$ cat config.mk
export PLATFORM = sky130hd
export DESIGN_NAME = pipe_stage_reg
export DESIGN_NICKNAME = d
export VERILOG_FILES = /design/src/rtl/cpu_pipe_pkg.sv /design/src/rtl/pipe_slot.sv /design/src/rtl/pipe_stage_reg.sv
export SDC_FILE = /design/constraint.sdc
export NUM_CORES = 1
export LEC_CHECK = 0
export CORE_MARGIN = 4
export CORE_UTILIZATION = 44
export DETAILED_ROUTE_END_ITERATION = 7
export HOLD_SLACK_MARGIN = 0.12
export PLACE_DENSITY_LB_ADDON = 0.08
export SLEW_MARGIN = 20
export SYNTH_ARGS = -nofsm -noshare
export SYNTH_HDL_FRONTEND = slang
export SYNTH_SLANG_ARGS = --single-unit
$ cat constraint.sdc
create_clock -name clk -period 1.8 [get_ports clk]
set_input_delay 0.36 -clock clk [delete_from_list [all_inputs] [get_ports clk]]
set_output_delay 0.36 -clock clk [all_outputs]
set_load 0.03 [all_outputs]
$ cat src/rtl/cpu_pipe_pkg.sv
// Shared constants for the five-stage MIPS pipeline: bubble encoding, reset PC
// and the payload widths each inter-stage register is instantiated with.
package cpu_pipe_pkg;

  localparam logic [31:0] NOP_WORD         = 32'h0000_0000;
  localparam logic [31:0] DEFAULT_RESET_PC = 32'h0000_3000;

  localparam int FD_W = 32;
  localparam int DE_W = 128;
  localparam int EM_W = 96;
  localparam int MW_W = 72;

endpackage

$ cat src/rtl/pipe_slot.sv
// One pipeline slot: valid bit, payload and PC. An empty slot always holds the
// NOP payload and the reset PC so a bubble decodes as sll $0,$0,0.
module pipe_slot
  import cpu_pipe_pkg::*;
#(
  parameter int          DATA_W   = 64,
  parameter logic [31:0] RESET_PC = DEFAULT_RESET_PC
) (
  input  logic              clk,
  input  logic              reset,
  input  logic              clear,
  input  logic              load,
  input  logic [DATA_W-1:0] load_data,
  input  logic [31:0]       load_pc,
  output logic              valid,
  output logic [DATA_W-1:0] data,
  output logic [31:0]       pc
);

  localparam logic [DATA_W-1:0] EMPTY_DATA = DATA_W'(NOP_WORD);

  // clear wins over load so a squash can never be overridden by a refill.
  always_ff @(posedge clk) begin
    if (reset || clear) begin
      valid <= 1'b0;
      data  <= EMPTY_DATA;
      pc    <= RESET_PC;
    end else if (load) begin
      valid <= 1'b1;
      data  <= load_data;
      pc    <= load_pc;
    end
  end

endmodule

$ cat src/rtl/pipe_stage_reg.sv
// Configurable inter-stage pipeline register with valid/ready handshake,
// flush-to-NOP, optional skid slot and a saturating stall counter.
module pipe_stage_reg
  import cpu_pipe_pkg::*;
#(
  parameter int          DATA_W   = 64,
  parameter bit          SKID     = 1'b1,
  parameter logic [31:0] RESET_PC = DEFAULT_RESET_PC,
  parameter int          CNT_W    = 16
) (
  input  logic              clk,
  input  logic              reset,
  input  logic              flush,
  input  logic              in_valid,
  output logic              in_ready,
  input  logic [DATA_W-1:0] in_data,
  input  logic [31:0]       in_pc,
  output logic              out_valid,
  input  logic              out_ready,
  output logic [DATA_W-1:0] out_data,
  output logic [31:0]       out_pc,
  output logic [CNT_W-1:0]  stall_cnt
);

  // Handshake: a transfer happens on a rising edge where valid && ready are
  // both high; valid never depends on ready, and a presented entry is held
  // stable by its producer until it transfers.
  logic              main_valid;
  logic [DATA_W-1:0] main_data;
  logic [31:0]       main_pc;
  logic              skid_valid;
  logic [DATA_W-1:0] skid_data;
  logic [31:0]       skid_pc;

  logic              accept;
  logic              consume;
  logic              main_load;
  logic              main_clear;
  logic [DATA_W-1:0] main_load_data;
  logic [31:0]       main_load_pc;

  assign accept  = in_valid && in_ready;
  assign consume = main_valid && out_ready;

  // A held skid entry has priority for refilling main; accept is impossible then.
  always_comb begin
    main_load      = 1'b0;
    main_load_data = in_data;
    main_load_pc   = in_pc;
    if (skid_valid) begin
      main_load      = consume;
      main_load_data = skid_data;
      main_load_pc   = skid_pc;
    end else begin
      main_load      = accept && (!main_valid || consume);
    end
    main_clear = flush || (consume && !main_load);
  end

  pipe_slot #(.DATA_W(DATA_W), .RESET_PC(RESET_PC)) u_main (
    .clk       (clk),
    .reset     (reset),
    .clear     (main_clear),
    .load      (main_load),
    .load_data (main_load_data),
    .load_pc   (main_load_pc),
    .valid     (main_valid),
    .data      (main_data),
    .pc        (main_pc)
  );

  generate
    if (SKID) begin : g_skid
      logic skid_load;
      logic skid_clear;

      assign skid_load  = accept && main_valid && !consume;
      assign skid_clear = flush || (consume && skid_valid);
      // Registered ready: no combinational path from out_ready.
      assign in_ready   = !skid_valid;

      pipe_slot #(.DATA_W(DATA_W), .RESET_PC(RESET_PC)) u_skid (
        .clk       (clk),
        .reset     (reset),
        .clear     (skid_clear),
        .load      (skid_load),
        .load_data (in_data),
        .load_pc   (in_pc),
        .valid     (skid_valid),
        .data      (skid_data),
        .pc        (skid_pc)
      );
    end else begin : g_no_skid
      assign skid_valid = 1'b0;
      assign skid_data  = DATA_W'(NOP_WORD);
      assign skid_pc    = RESET_PC;
      assign in_ready   = !main_valid || out_ready;
    end
  endgenerate

  assign out_valid = main_valid;
  assign out_data  = main_data;
  assign out_pc    = main_pc;

  // Flush deliberately leaves the counter alone; only reset clears it.
  always_ff @(posedge clk) begin
    if (reset) begin
      stall_cnt <= '0;
    end else if (main_valid && !out_ready && (stall_cnt != {CNT_W{1'b1}})) begin
      stall_cnt <= stall_cnt + 1'b1;
    end
  end

endmodule

# Word-level counts from Yosys, hierarchy flattened

Cells that the tools add are included.

Bits in registers: 210
Output and inout bits: 114
Word-level logic and storage cells: 31

Add/sub/neg operators: 1
Equal/unequal tests: 1
Mux-type cells: 3
Reductions and logical operators: 19

Operator list:

| kind                                          | number |
|---|---|
| two-way mux 64 bit                            | 1 |
| two-way mux 32 bit                            | 1 |
| adder 16 x 1 -> 16 bit, second input constant | 1 |
| != test 16 bit, second input constant         | 1 |
| logical AND 1 bit                             | 9 |
| zero test 1 bit                               | 5 |
| logical OR 1 bit                              | 5 |
| two-way mux 1 bit                             | 1 |

# Longest topological paths before layout

Gate-level depths: netlist (run 1).

Depth after elaboration: 8
Mapped depth: 8

# Cells and area by module

A second synthesis (run 1) with hierarchy kept.

Cell total of the unflattened synthesis: 842
Area total of the unflattened synthesis: 8926.1 um2

Modules (own cells, without submodules):

| module         | instances | cells each | area an instance (um2) | sequential area each (um2) |
|---|---|---|---|---|
| pipe_slot      | 2         | 315        | 3448.3                 | 1941.9 |
| pipe_stage_reg | 1         | 212        | 2029.4                 | 320.3 |

# Least setup slack after synthesis (run 1)

Ideal clock, no wire load.

Kind: register to register
From: register stall_cnt[0]
To: register stall_cnt[1]
Library setup time: 0.128 ns
Arrival time: 1.831 ns
Required time: 1.672 ns
Slack: -0.159 ns
Cell stages (with the launch flop): 8
Buffers on the path: 2
Cell sequence: dfxtp_1 -> ha_1 -> nand4_1 -> o41ai_2 -> buf_4 -> buf_6 -> mux2i_1 -> nor2_1

Word-level cells in the longest chain between the ends: 2

Ends and longest elaborated chain:

| item                                                           | RTL line              | RTL |
|---|---|---|
| from (decl)                                                    | pipe_stage_reg.sv:22  | `output logic [CNT_W-1:0] stall_cnt` |
| from (signal assigned)                                         | pipe_stage_reg.sv:110 | `stall_cnt <= stall_cnt + 1'b1;` |
| branches (longest 2 deep; another with adder 16 x 1 -> 16 bit) | -                     |  |

Parallel ways; which one is timed is not known.
A chain may end at the register's enable or synchronous reset.

# Worst setup path after layout (run 1)

From: register stall_cnt[3]
To: output port stall_cnt[3]

No word-level cell between the ends.

==> key figures, run 1 <==
Outcome
  • Status: completed

CTS
  • CTS Root Cell: clkbuf_16
  • H-tree depth: 1
  • TritonCTS buffer count: 23
  • TritonCTS clock tree: built
  • Worst skew pair latency: 0.50 ns
  • Clock Pin Slew Worst Setup and Hold Paths: around 0.060 ns
  • Clk sinks: 210
  • Max clock buf depth: 3
  • Hold Buf Count CTS: 0

Timing
  • Final worst slack: 0.0775 ns
  • Final max-slew violation count: 0
  • Hold Fails Final Rpt: 0
  • # setup viols final: 0
  • Final period util: a little over nine tenths
  • Worst clock skew: 0.0132 ns
  • Relative max-transition margin: 59.5%
  • Tightest Pin Transition: 0.608 ns
  • RSZ-0062 raised after global routing: no
  • Top achievable clock speed: 581 MHz
  • Tmin final: about 1.7 ns

Setup path
  • Endpoint type of the worst setup path: primary output
  • CP startpoint: stall_cnt[3]$_SDFFE_PP0P_
  • Setup CP Type: reg -> out
  • CP required: 1.44 ns
  • Worst EP arrival: 1.36 ns
  • RR Startpoint: stall_cnt[0]$_SDFFE_PP0P_
  • Max Fanout on Critical Path: 6
  • Startpoint types: flip-flop

Placement
  • HPWL after detailed placement: 15300 um
  • Pre-CTS WS: -0.535 ns
  • Port-buffer cells: roughly 210
  • Final Wtd Congestion: 0.744

Global route
  • Initial antenna violation count: 0
  • GRT Util Overall: between 20% and 30%
  • Vias in the first global route: roughly 7.1k
  • First-pass GRT wire length: about 37000 um
  • Gr ovfl total: 0
  • Largest net degree at the start of global routing: 49

Min path
  • Worst hold path startpoint: in_data[18]
  • Hold Crit Class: in -> reg

Cells and area
  • Layout Nets: 1282
  • Filler instances: 1653
  • Most common cell after layout, fill and taps aside: dfxtp_1
  • P&R area growth vs syn: 42.6%
  • Layout cells sized above 1: 13.4%
  • ANT cells: 0
  • Most frequent cells in the layout: dfxtp_1, nand2_1, dlygate4sd2_1

Yosys
  • Post-synth ARST share: 0%
  • Sequential fraction of the synthesis area: 49.6%
  • Mapped Cells: 949
  • Cell Area, Synth: 8480 um^2
  • Yosys warnings: 0
  • Syn avg cell area: 8.94 um^2
  • Number of synthesized flops with an enable pin: 0
  • Ys flop type: dfxtp_1
  • Seq cells post-synth: 210
  • Netlist cell types: 36
  • Syn_nets: 1051

Route
  • Wirelength, routed: 22500 um
  • First drt pass iteration count: 6
  • Iteration-0 DRC Markers: 319
  • WL per Instance: ~15 um
  • Detailed-route vias per instance: 5.05
  • DRC Markers: 0
  • Remaining antenna violation count after routing: 0
  • Routed vias: 7355

Power and ir drop
  • Total power: 10.9 mW
  • Largest vdd supply drop: roughly 0.0006 V
  • Pwr Density: 900 nW/um^2
  • Leakage: 4.60 nW

Floorplanning
  • FP Rows: 50
  • Die Width: about 150 um
  • Chip height: 147 um
  • Io pins: between 200 and 250
  • Core ar.: 18800 um^2
  • Die footprint: around 22000 um^2
  • Initial Util: about 45%

Flow run
  • Max-cap violations: 0
[per-layer routing]
metal | part of all wire (%) | global-route usage (%) | vias up
met5 | 0 | 0 | -
li1 | - | - | 3756
met3 | 6.0 | 5.12 | 30
met4 | 1.7 | 4.42 | 0
met1 | 45 | 26.9 | 3389
met2 | 47 | 34.2 | 180
[what timing repair did]
item                                    4_1_cts  5_1_grt
buffers inserted                              2        2
cloned                                        0        0
gates resized for setup                     116        6
pin swaps                                     1        1
endpoints found under the setup margin      126       45
[worst paths after layout]
path / endpoint / slack (ns) / depth (start not counted)
max reg2reg: stall_cnt[14]$_SDFFE_PP0P_ / 0.09 / 6
max: stall_cnt[3] / 0.08 / 2
min: g_skid.u_skid.data[18]$_SDFFE_PP0P_ / 0.43 / 3
min reg2reg: g_skid.u_skid.data[59]$_SDFFE_PP0P_ / 0.45 / 2
[state kept, by name, summed over array words and instances, names as in the netlist]
name                 count
u_main.valid             1
g_skid.u_skid.pc        32
u_main.data             64
u_main.pc               32
g_skid.u_skid.valid      1
stall_cnt               16
g_skid.u_skid.data      64
[worst max-delay path: stages (launching register included)]
cell and delay (ns):
dfxtp_1 0.33, buf_4 0.13, dlygate4sd2_1 0.40
[kinds of logic (layout without fill, tap and decap cells)]
kind of cell | after synthesis | after routing | synth area share [%]
AO/OA/AOI/OAI | 221 | 221 | 18.2
XOR/XNOR | 2 | 2 | 0.207
adder cells (fa/ha/maj) | 1 | 1 | 0.147
buffers and inverters | 81 | 329 | 4.35
flip-flops | 210 | 210 | 49.6
multiplexers | 97 | 97 | 11.4
AND/OR/NAND/NOR | 337 | 337 | 16.1
[cell type report]
| type | count | area [um^2] | share of cell area, % |
|---|---|---|---|
| flip-flops and latches | 210 | 4220 | 34.9 |
| multi-input cells | 658 | 3970 | 32.8 |
| repair buffers | 285 | 2800 | 23.1 |
| clock buffers | 35 | 691 | 5.71 |
| well taps | 260 | 325 | 2.69 |
| clock inverters | 7 | 91.3 | 0.755 |
| inverters | 2 | 7.51 | 0.0621 |
[through the flow]
stage	TNS, ns	std cells	hold WS (ns)	cell area, um^2	util [%]
after CTS	0	1455	0.405	12100	64.0
after floorplan	-0.0251	949	0.436	8490	-
after detailed placement	-43.85	1411	0.446	11400	60.5
after global placement	-40.45	1411	0.441	11400	60.5
after global routing	0	1457	0.422	12100	64.2
final	0	1457	0.426	12100	64.2
[synthesized netlist by cell type, types with 4 or more instances]
cell type | number | area [um^2]
dfxtp_1 | 210 | 4200
nand2_1 | 201 | 754
a21oi_1 | 107 | 536
nor2_1 | 102 | 383
mux2i_1 | 97 | 971
a211oi_1 | 64 | 480
clkbuf_1 | 52 | 195
a211oi_2 | 30 | 375
buf_2 | 13 | 65.1
o21ai_0 | 7 | 35.0
or3_1 | 7 | 43.8
buf_1 | 6 | 22.5
buf_6 | 5 | 56.3
nand4_1 | 5 | 31.3
o31ai_1 | 5 | 37.5
or4_1 | 5 | 37.5
and3_1 | 4 | 25.0
[report_power, final]
group	internal, mW	switching [mW]	leakage (nW)	total (mW)
clock	2.93	1.86	0.384	4.79
combinational	0.560	0.707	2.51	1.27
sequential	4.76	0.0631	1.71	4.83
Note: power is estimated with default switching activity, not from simulation.
==> run 2, diff against run 1 <==
Settings changed: CORE_MARGIN 4 to not set, GPL_TIMING_DRIVEN set to 0.
==> run 2 against run 1 <==
Compared with the run above:
- total power fell by 1.6%
- largest cell class unchanged
- first-iteration DRC count fell by 5.3%
- critical path type unchanged
- die area fell by 8.0%
- sequential cell count did not move
==> key figures, run 2 (synthesis results as in run 1) <==
Flow run
  • Max-cap violations: 0 (unchanged)

Timing
  • Final max-slew violation count: 0 (unchanged)
  • RSZ-0062 raised after global routing: yes
  • Worst clock skew: 0.0130 ns (-0.000168 ns)
  • Top achievable clock speed: 559 MHz (-3.7%)
  • # setup viols final: 0 (unchanged)
  • Setup TNS Final: 0 ns (unchanged)
  • Hold Fails Final Rpt: 0 (unchanged)
  • Tmin final: 1.79 ns (+0.0660 ns)
  • Relative max-transition margin: 66.4% (+6.9 points)
  • Tightest Pin Transition: 0.504 ns (-0.104 ns)
  • Final period util: 99.4% (+3.7 points)

Placement
  • HPWL after detailed placement: 15700 um (+2.7%)
  • Placed Area: 11000 um^2 (-3.8%)
  • Final Wtd Congestion: 0.754 (+1.4%)
  • DP Cell Count: 1422 (+0.78%)
  • Port-buffer cells: 213 (-0.47%)

Power and ir drop
  • Clk network pwr share: 43.4% (-0.6 points)
  • NetSw: 2.65 mW (+0.83%)
  • Internal cell power: 8.06 mW (-2.3%)
  • Leakage: 4.53 nW (-1.7%)
  • Switching Share: 24.7% (+0.58 points)
  • Comb power frac: 11.6% (about the same)
  • Seq pwr share: 45.0% (+0.7 points)
  • Pwr Density: 900 nW/um^2 (about the same)
  • Largest vdd supply drop: 0.000588 V (-0.74%)

Min path
  • WHS Path Cells: 2 (-1)
  • Hold Crit Class: in -> reg

Floorplanning
  • Io pins: 215 (unchanged)
  • Die Width: 141 um (-4.1%)
  • Die footprint: 19800 um^2 (-8.0%)
  • Core ar.: 18800 um^2 (unchanged)
  • FP Rows: 50 (unchanged)
  • Initial Util: 45.0% (unchanged)
  • Chip height: 141 um (-4.1%)

Cells and area
  • Most common cell after layout, fill and taps aside: dfxtp_1
  • Final instance count without filler cells: 1476 (+1.3%)
  • Post-route cell area: 11900 um^2 (-1.5%)
  • Layout cells sized above 1: 13.7% (+0.38 points)
  • Most frequent cells in the layout: dfxtp_1, nand2_1, dlygate4sd2_1
  • Leading registers by flop count: g_skid.u_skid.data x64, u_main.data x64
  • P&R area growth vs syn: 40.4%
  • Layout Nets: 1301 (+1.5%)

Global route
  • Initial antenna violation count: 1 (+1)
  • First-pass GRT wire length: 36600 um (-0.99%)
  • Largest net degree at the start of global routing: 15 (-69%)
  • GRT Util Overall: 22.9% (+2.4 points)
  • Gr ovfl total: 0 (unchanged)
  • Vias in the first global route: 6972 (-2.4%)

Route
  • Routed vias: 7548 (+2.6%)
  • DRC Markers: 0 (unchanged)
  • WL per Instance: 15.7 um (+1.3%)
  • Detailed-route vias per instance: 5.11 (+1.3%)
  • Iteration-0 DRC Markers: 302 (-5.3%)
  • First drt pass iteration count: 4 (-2)
  • Remaining antenna violation count after routing: 0 (unchanged)
  • Wirelength, routed: 23100 um (+2.6%)

CTS
  • Worst skew pair latency: 0.50 ns (about the same)
  • Hold Buf Count CTS: 0 (unchanged)
  • Clock Pin Slew Worst Setup and Hold Paths: 0.06 ns (about the same)
  • Clk sinks: 210 (unchanged)
  • CTS Root Cell: clkbuf_16
  • TritonCTS buffer count: 23 (unchanged)
  • H-tree depth: 1 (unchanged)
  • Max clock buf depth: 3 (unchanged)
  • TritonCTS clock tree: built

Setup path
  • Reg2Reg Depth: 7 (+1)
  • FF-to-FF setup slack: 0.04 ns (-0.05 ns)
  • Max Fanout on Critical Path: 10 (+4)
  • Chain of cells forming the critical path: buf_6 -> buf_12 -> buf_12 -> inv_2 -> buf_6
  • CP required: 1.44 ns (about the same)
  • Worst EP arrival: 1.43 ns (+0.07 ns)
  • Endpoint type of the worst setup path: primary output
  • CP max-delay cell: dfxtp_1
  • Max incr delay on CP: 0.31 ns (-0.09 ns)
  • Setup CP Type: reg -> out
  • Startpoint types: flip-flop

Outcome
  • Status: completed
[run 2: cell types whose count changed in the layout (fill, tap and decap cells not counted), moves of 4 or more]
cell and delta:
buf_2 +4, buf_4 -28, clkbuf_1 +13, clkbuf_2 +30
clkbuf_4 +7, clkinvlp_4 +4, buf_6 +10, buf_12 -19
[run 2: cell type report]
cell class,count,area (um^2)
diodes,1,2.50
inverters,2,7.51
multi-input cells,658,3970
flip-flops and latches,210,4220
plain buffers,76,509
fillers,1658,6920
clock buffers,34,687
repair buffers,228,2120
clock inverters,7,72.6
well taps,260,325
[run 2: repair_timing]
item	CTS	global route
setup buffers	5	9
pin swaps	2	4
setup endpoints to repair	262	156
gates resized for setup	177	52
cloned	0	1
[run 2: path summary, 6_finish.rpt]
kind	endpoint	start
max	in_ready	g_skid.u_skid.valid$_SDFFE_PP0P_
min reg2reg	g_skid.u_skid.data[26]$_SDFFE_PP0P_	g_skid.u_skid.data[26]$_SDFFE_PP0P_
min	stall_cnt[2]$_SDFFE_PP0P_	reset
max reg2reg	stall_cnt[1]$_SDFFE_PP0P_	stall_cnt[1]$_SDFFE_PP0P_
[run 2: metal layers]
| metal | up-vias | global-route usage [%] | part of all wire [%] |
|---|---|---|---|
| met2 | 211 | 38.1 | 47 |
| met5 | - | 0 | 0 |
| met3 | 23 | 4.48 | 6.4 |
| met1 | 3518 | 30.5 | 46 |
| met4 | 0 | 5.21 | 1.4 |
| li1 | 3796 | - | - |
[run 2: power groups by stage]
stage / combinational, mW / sequential, mW / clock, mW
final: 1.24 / 4.83 / 4.65
after global routing: 1.34 / 4.84 / 4.96
after CTS: 1.23 / 4.83 / 4.76
after detailed placement: 1.27 / 4.93 / 0
after global placement: 1.26 / 4.94 / 0
after floorplan: 0.457 / 5.13 / 0
[run 2: worst max-delay path, delay by kind of cell, from the launching register on]
| kind | cells | cell delay, ns |
|---|---|---|
| DFF | 1 | 0.31 |
| buffers and inverters | 5 | 0.62 |
[run 2: metrics by stage]
step	util, %	worst slack (ns)	hold slack [ns]	total power [mW]
after global routing	63.3	-0.0460	0.308	11.1
after detailed placement	58.2	-0.848	0.446	6.20
final	63.3	0.0115	0.284	10.7
after global placement	58.2	-0.807	0.441	6.19
after CTS	62.3	-0.116	0.277	10.8
after floorplan	-	-0.0251	0.436	5.58
==> patch 1, RTL diff (flow settings as in run 2) <==
`CNT_W`: 16 -> 32.
--- a/src/rtl/pipe_stage_reg.sv
+++ b/src/rtl/pipe_stage_reg.sv
@@ -7,5 +7,5 @@
   parameter bit          SKID     = 1'b1,
   parameter logic [31:0] RESET_PC = DEFAULT_RESET_PC,
-  parameter int          CNT_W    = 16
+  parameter int          CNT_W    = 32
 ) (
   input  logic              clk,
Ports: changed (resized stall_cnt); port bits go from 215 to 231. No check against the original RTL was run, so the function may have changed too.
==> patch 1 against run 2 <==
- the flow now finishes with violations (setup timing)
- routed wire length is 17% higher
- power increased by 7.6%
- cell area increased by 15%
- maximum frequency fell by 11%
- synthesized area up 7.6%
- hold slack improved by 0.13 ns
- worst setup slack got worse by 0.22 ns
- sequential cell count increased by 16
- global-route usage grew 1.3 points
- cell count is 12% higher
- largest cell class is now multi-input gates
- largest power group unchanged
- highest routed layer unchanged
==> patch 1: results (changes against run 2) <==
.. list-table::
   :header-rows: 1

   * - Metric
     - Value
   * - Wire length reported by the detailed router
     - 27.1 mm (+17%)
   * - Mapped Avg Cell Area
     - 8.67 um2 (-3.0%)
   * - Leakage power
     - 5.34 nW (+18%)
   * - Proportion of synthesized area in mux cells
     - 0.110 (-0.00433)
   * - Fraction of layout instances using a drive strength above 1
     - 0.199 (+0.0614)
   * - Post-synthesis adder-cell area fraction
     - 0.00137 (-0.000104)
   * - Gate family responsible for the most delay along the worst path
     - simple AND/OR/NAND/NOR gates
   * - Power consumed by the clock network
     - 5.10 mW (+9.7%)
   * - Final WS setup
     - -0.210 ns (-0.222 ns)
   * - Total global routing track utilization
     - 0.242 (+0.0132)
   * - Post-synthesis compound-gate area fraction
     - 0.165 (-0.0172)
   * - Number of DRC markers in iteration 0
     - 378 (+25%)
   * - Cells after DPL
     - 1552 (+9.1%)
   * - Violated checks
     - setup timing
   * - Power attributed to sequential cells
     - 5.15 mW (+6.6%)
   * - Routed wire length per instance
     - 16.3 um (+4.2%)
   * - Iteration count of the initial detailed-routing pass
     - 5 (+1)
   * - Port buffer count
     - 230 (+8.0%)
   * - Slew @ Worst Pin
     - 0.778 ns (+0.274 ns)
   * - Post-Synth XOR/XNOR Area
     - 0.00864 (+0.00657)
   * - Post-Syn Nets
     - 1154 (+9.8%)
   * - Worst-path maximum fanout
     - 5 (-5)
   * - Wire length of the first global-routing pass
     - 41.9 mm (+15%)
   * - Final weighted congestion in routability-driven placement
     - 0.777 (+3.0%)
   * - Cell Int Power
     - 8.71 mW (+8.0%)
   * - Fill cell count
     - 1756 (+5.9%)
   * - Result of the run
     - complete, but fails checks
   * - Via density per instance
     - 5.22 (+2.0%)
   * - Placed standard-cell area
     - 11900 um2 (+8.6%)
   * - Final setup viols
     - 27 (+27)
   * - Slowest cell delay on critical path
     - 0.35 ns (+0.04 ns)
==> patch 1: layout make-up <==
class                   count  area share
inverters                   6     0.00165
diodes                      1    0.000183
plain buffers              75      0.0352
flip-flops and latches    226       0.338
multi-input cells         738       0.342
repair buffers            299       0.199
well taps                 270      0.0247
clock buffers              34      0.0504
clock inverters            10     0.00906
==> patch 1: what timing repair did <==
action                                  4_1_cts  5_1_grt
setup buffers                                36       37
gates cloned                                  2        0
hold buffers                                  0        0
endpoints found under the setup margin      354      197
pin swaps                                    33       42
resized for setup                           233      116
==> patch 1: per-layer routing <==
metal	wire, um	global-route usage
met1	11700	0.315
met2	13100	0.405
met3	1960	0.0542
met4	350	0.0604
met5	0	0
==> patch 1: per-stage QoR <==
| step | utilization | hold WS (ns) | setup WS (ns) | setup TNS [ns] |
|---|---|---|---|---|
| 2_1_floorplan | - | 0.436 | -0.186 | -1.14 |
| 3_3_place_gp | 0.586 | 0.441 | -1.32 | -216.38 |
| 3_5_place_dp | 0.586 | 0.446 | -1.38 | -222.78 |
| 4_1_cts | 0.646 | 0.406 | -0.192 | -3.75 |
| 5_1_grt | 0.673 | 0.421 | -0.305 | -4.96 |
| 6_report | 0.673 | 0.415 | -0.210 | -2.36 |
==> patch 1: worst register-to-register path, cell delays in order, from the launching register on <==
cell      delay (ns)
dfxtp_4         0.35
nand4_1         0.18
buf_4           0.21
nor4_4          0.28
o211ai_1        0.18
buf_4           0.18
buf_6           0.12
or3_1           0.30
a21oi_1         0.14
==> patch 1: final timing paths <==
path | cells after the start | end | start
max reg2reg | 8 | stall_cnt[27] | stall_cnt[18]
min reg2reg | 2 | g_skid.u_skid.pc[31] | g_skid.u_skid.pc[31]
max | 8 | stall_cnt[27] | stall_cnt[18]
min | 3 | g_skid.u_skid.data[62] | in_data[62]
==> patch 2, RTL diff (flow settings as in run 2) <==
Made on the original files. Reset style: asynchronous (`reset`), changed in one clocked block.
--- a/src/rtl/pipe_stage_reg.sv
+++ b/src/rtl/pipe_stage_reg.sv
@@ -104,5 +104,5 @@
 
   // Flush deliberately leaves the counter alone; only reset clears it.
-  always_ff @(posedge clk) begin
+  always_ff @(posedge clk or posedge reset) begin
     if (reset) begin
       stall_cnt <= '0;
Behaviour: differs if reset is asserted again (counterexample within 4 cycles, from zero or initial values and one cycle with reset high); with reset held inactive, the same outputs for 4 cycles.
==> patch 2 against run 2 <==
- worst setup slack gained 0.036 ns
- synthesized area rose by 0.28%
- cell area grew 0.14%
- sequential cell count unchanged
- power increased by 4.6%
- routed wire length decreased by 0.80%
- maximum frequency grew 2.0%
- critical endpoint unchanged
- largest power group unchanged
==> patch 2: results (changes against run 2) <==
.. list-table::
   :header-rows: 1

   * - Metric
     - Value
   * - Slowest cell on the critical path
     - dfxtp_4
   * - Post-Synth XOR/XNOR Area
     - 0.0124 (+0.0103)
   * - Cell Int Power
     - 8.36 mW (+3.7%)
   * - Fraction of layout instances using a drive strength above 1
     - 0.123 (-0.0141)
   * - Placed standard-cell area
     - 11000 um2 (+0.29%)
   * - Post-synthesis adder-cell area fraction
     - 0.00147 (-0.00000412)
   * - Number of multi-input combinational cells in the layout
     - 646 (-1.8%)
   * - Via count of the first global-routing pass
     - 6836 (-2.0%)
   * - Total global routing track utilization
     - 0.226 (-0.00216)
   * - Fraction of registers with async set/reset
     - 0.0762 (+0.0762)
   * - Final worst hold slack
     - 0.332 ns (+0.0481 ns)
   * - RR Endpoint
     - u_main.data[1]
   * - Final weighted congestion in routability-driven placement
     - 0.772 (+2.3%)
   * - Placed wire-length estimate
     - 16.0 mm (+1.9%)
   * - Combined flip-flop and latch cell area
     - 4290 um2 (+1.7%)
   * - Cell types with the highest counts after synthesis
     - nand2_1 (198), dfxtp_1 (194), nor2_1 (103)
   * - Setup fix buffers added after clock tree synthesis
     - 2 (-3)
   * - Routed wire length per instance
     - 15.7 um (+0.22%)
   * - Result of the run
     - finished clean
   * - Number of resized instances in the post-cts repair step
     - 168 (-5.1%)
   * - Cells after DPL
     - 1410 (-0.84%)
   * - Leakage power
     - 4.64 nW (+2.6%)
   * - Data-path buffer share of cell area in the final layout
     - 0.217 (-0.00334)
   * - Number of DRC markers in iteration 0
     - 295 (-2.3%)
   * - Startpoint of the worst register-to-register path
     - g_skid.u_skid.valid
   * - Fill cell count
     - 1652 (-0.36%)
   * - Post-placement setup slack
     - -0.940 ns (-0.0920 ns)
   * - Proportion of synthesized area in mux cells
     - 0.116 (+0.00115)
   * - Slowest cell delay on critical path
     - 0.41 ns (+0.10 ns)
   * - Largest clock skew in the final design
     - 0.00586 ns (-0.00714 ns)
   * - Area contributors post-synth
     - dfxtp_1 (46%), mux2i_1 (11%), nand2_1 (8.7%)
   * - Sequential-to-total area share from yosys stat
     - 0.504 (+0.00803)
   * - Power attributed to sequential cells
     - 4.95 mW (+2%)
   * - Power consumed by the clock network
     - 4.75 mW (+2%)
   * - R2R depth
     - 6 (-1)
   * - Number of standard cells in the layout, taps in and fillers out
     - 1461 (-1.0%)
   * - Period Utilization, post-route
     - 0.974 (-0.0199)
## patch 2: changes by cell type in the layout (fill, tap and decap cells not counted), sizes merged, moves of 4 or more
cell | run 2 | this run
dfrtp | 0 | 16
dfxtp | 210 | 194
a21oi | 107 | 98
o21ai | 8 | 1
xor2 | 2 | 9
clkinvlp | 5 | 0
nor3 | 1 | 6
nor4 | 1 | 6
o31ai | 5 | 0
or3 | 7 | 2
or4 | 5 | 0
and3 | 4 | 0
buf | 40 | 36
## patch 2: worst max-delay path, delay by kind of cell, from the launching register on
kind / cells / cell delay [ns]
buffers and inverters: 4 / 0.48
flip-flops: 1 / 0.41
## patch 2: metal layers
metal / up-vias / track usage / part of all wire
li1: 3716 / - / -
met1: 3439 / 0.310 / 0.47
met2: 186 / 0.373 / 0.46
met3: 25 / 0.0411 / 0.055
met4: 0 / 0.0463 / 0.013
met5: - / 0 / 0
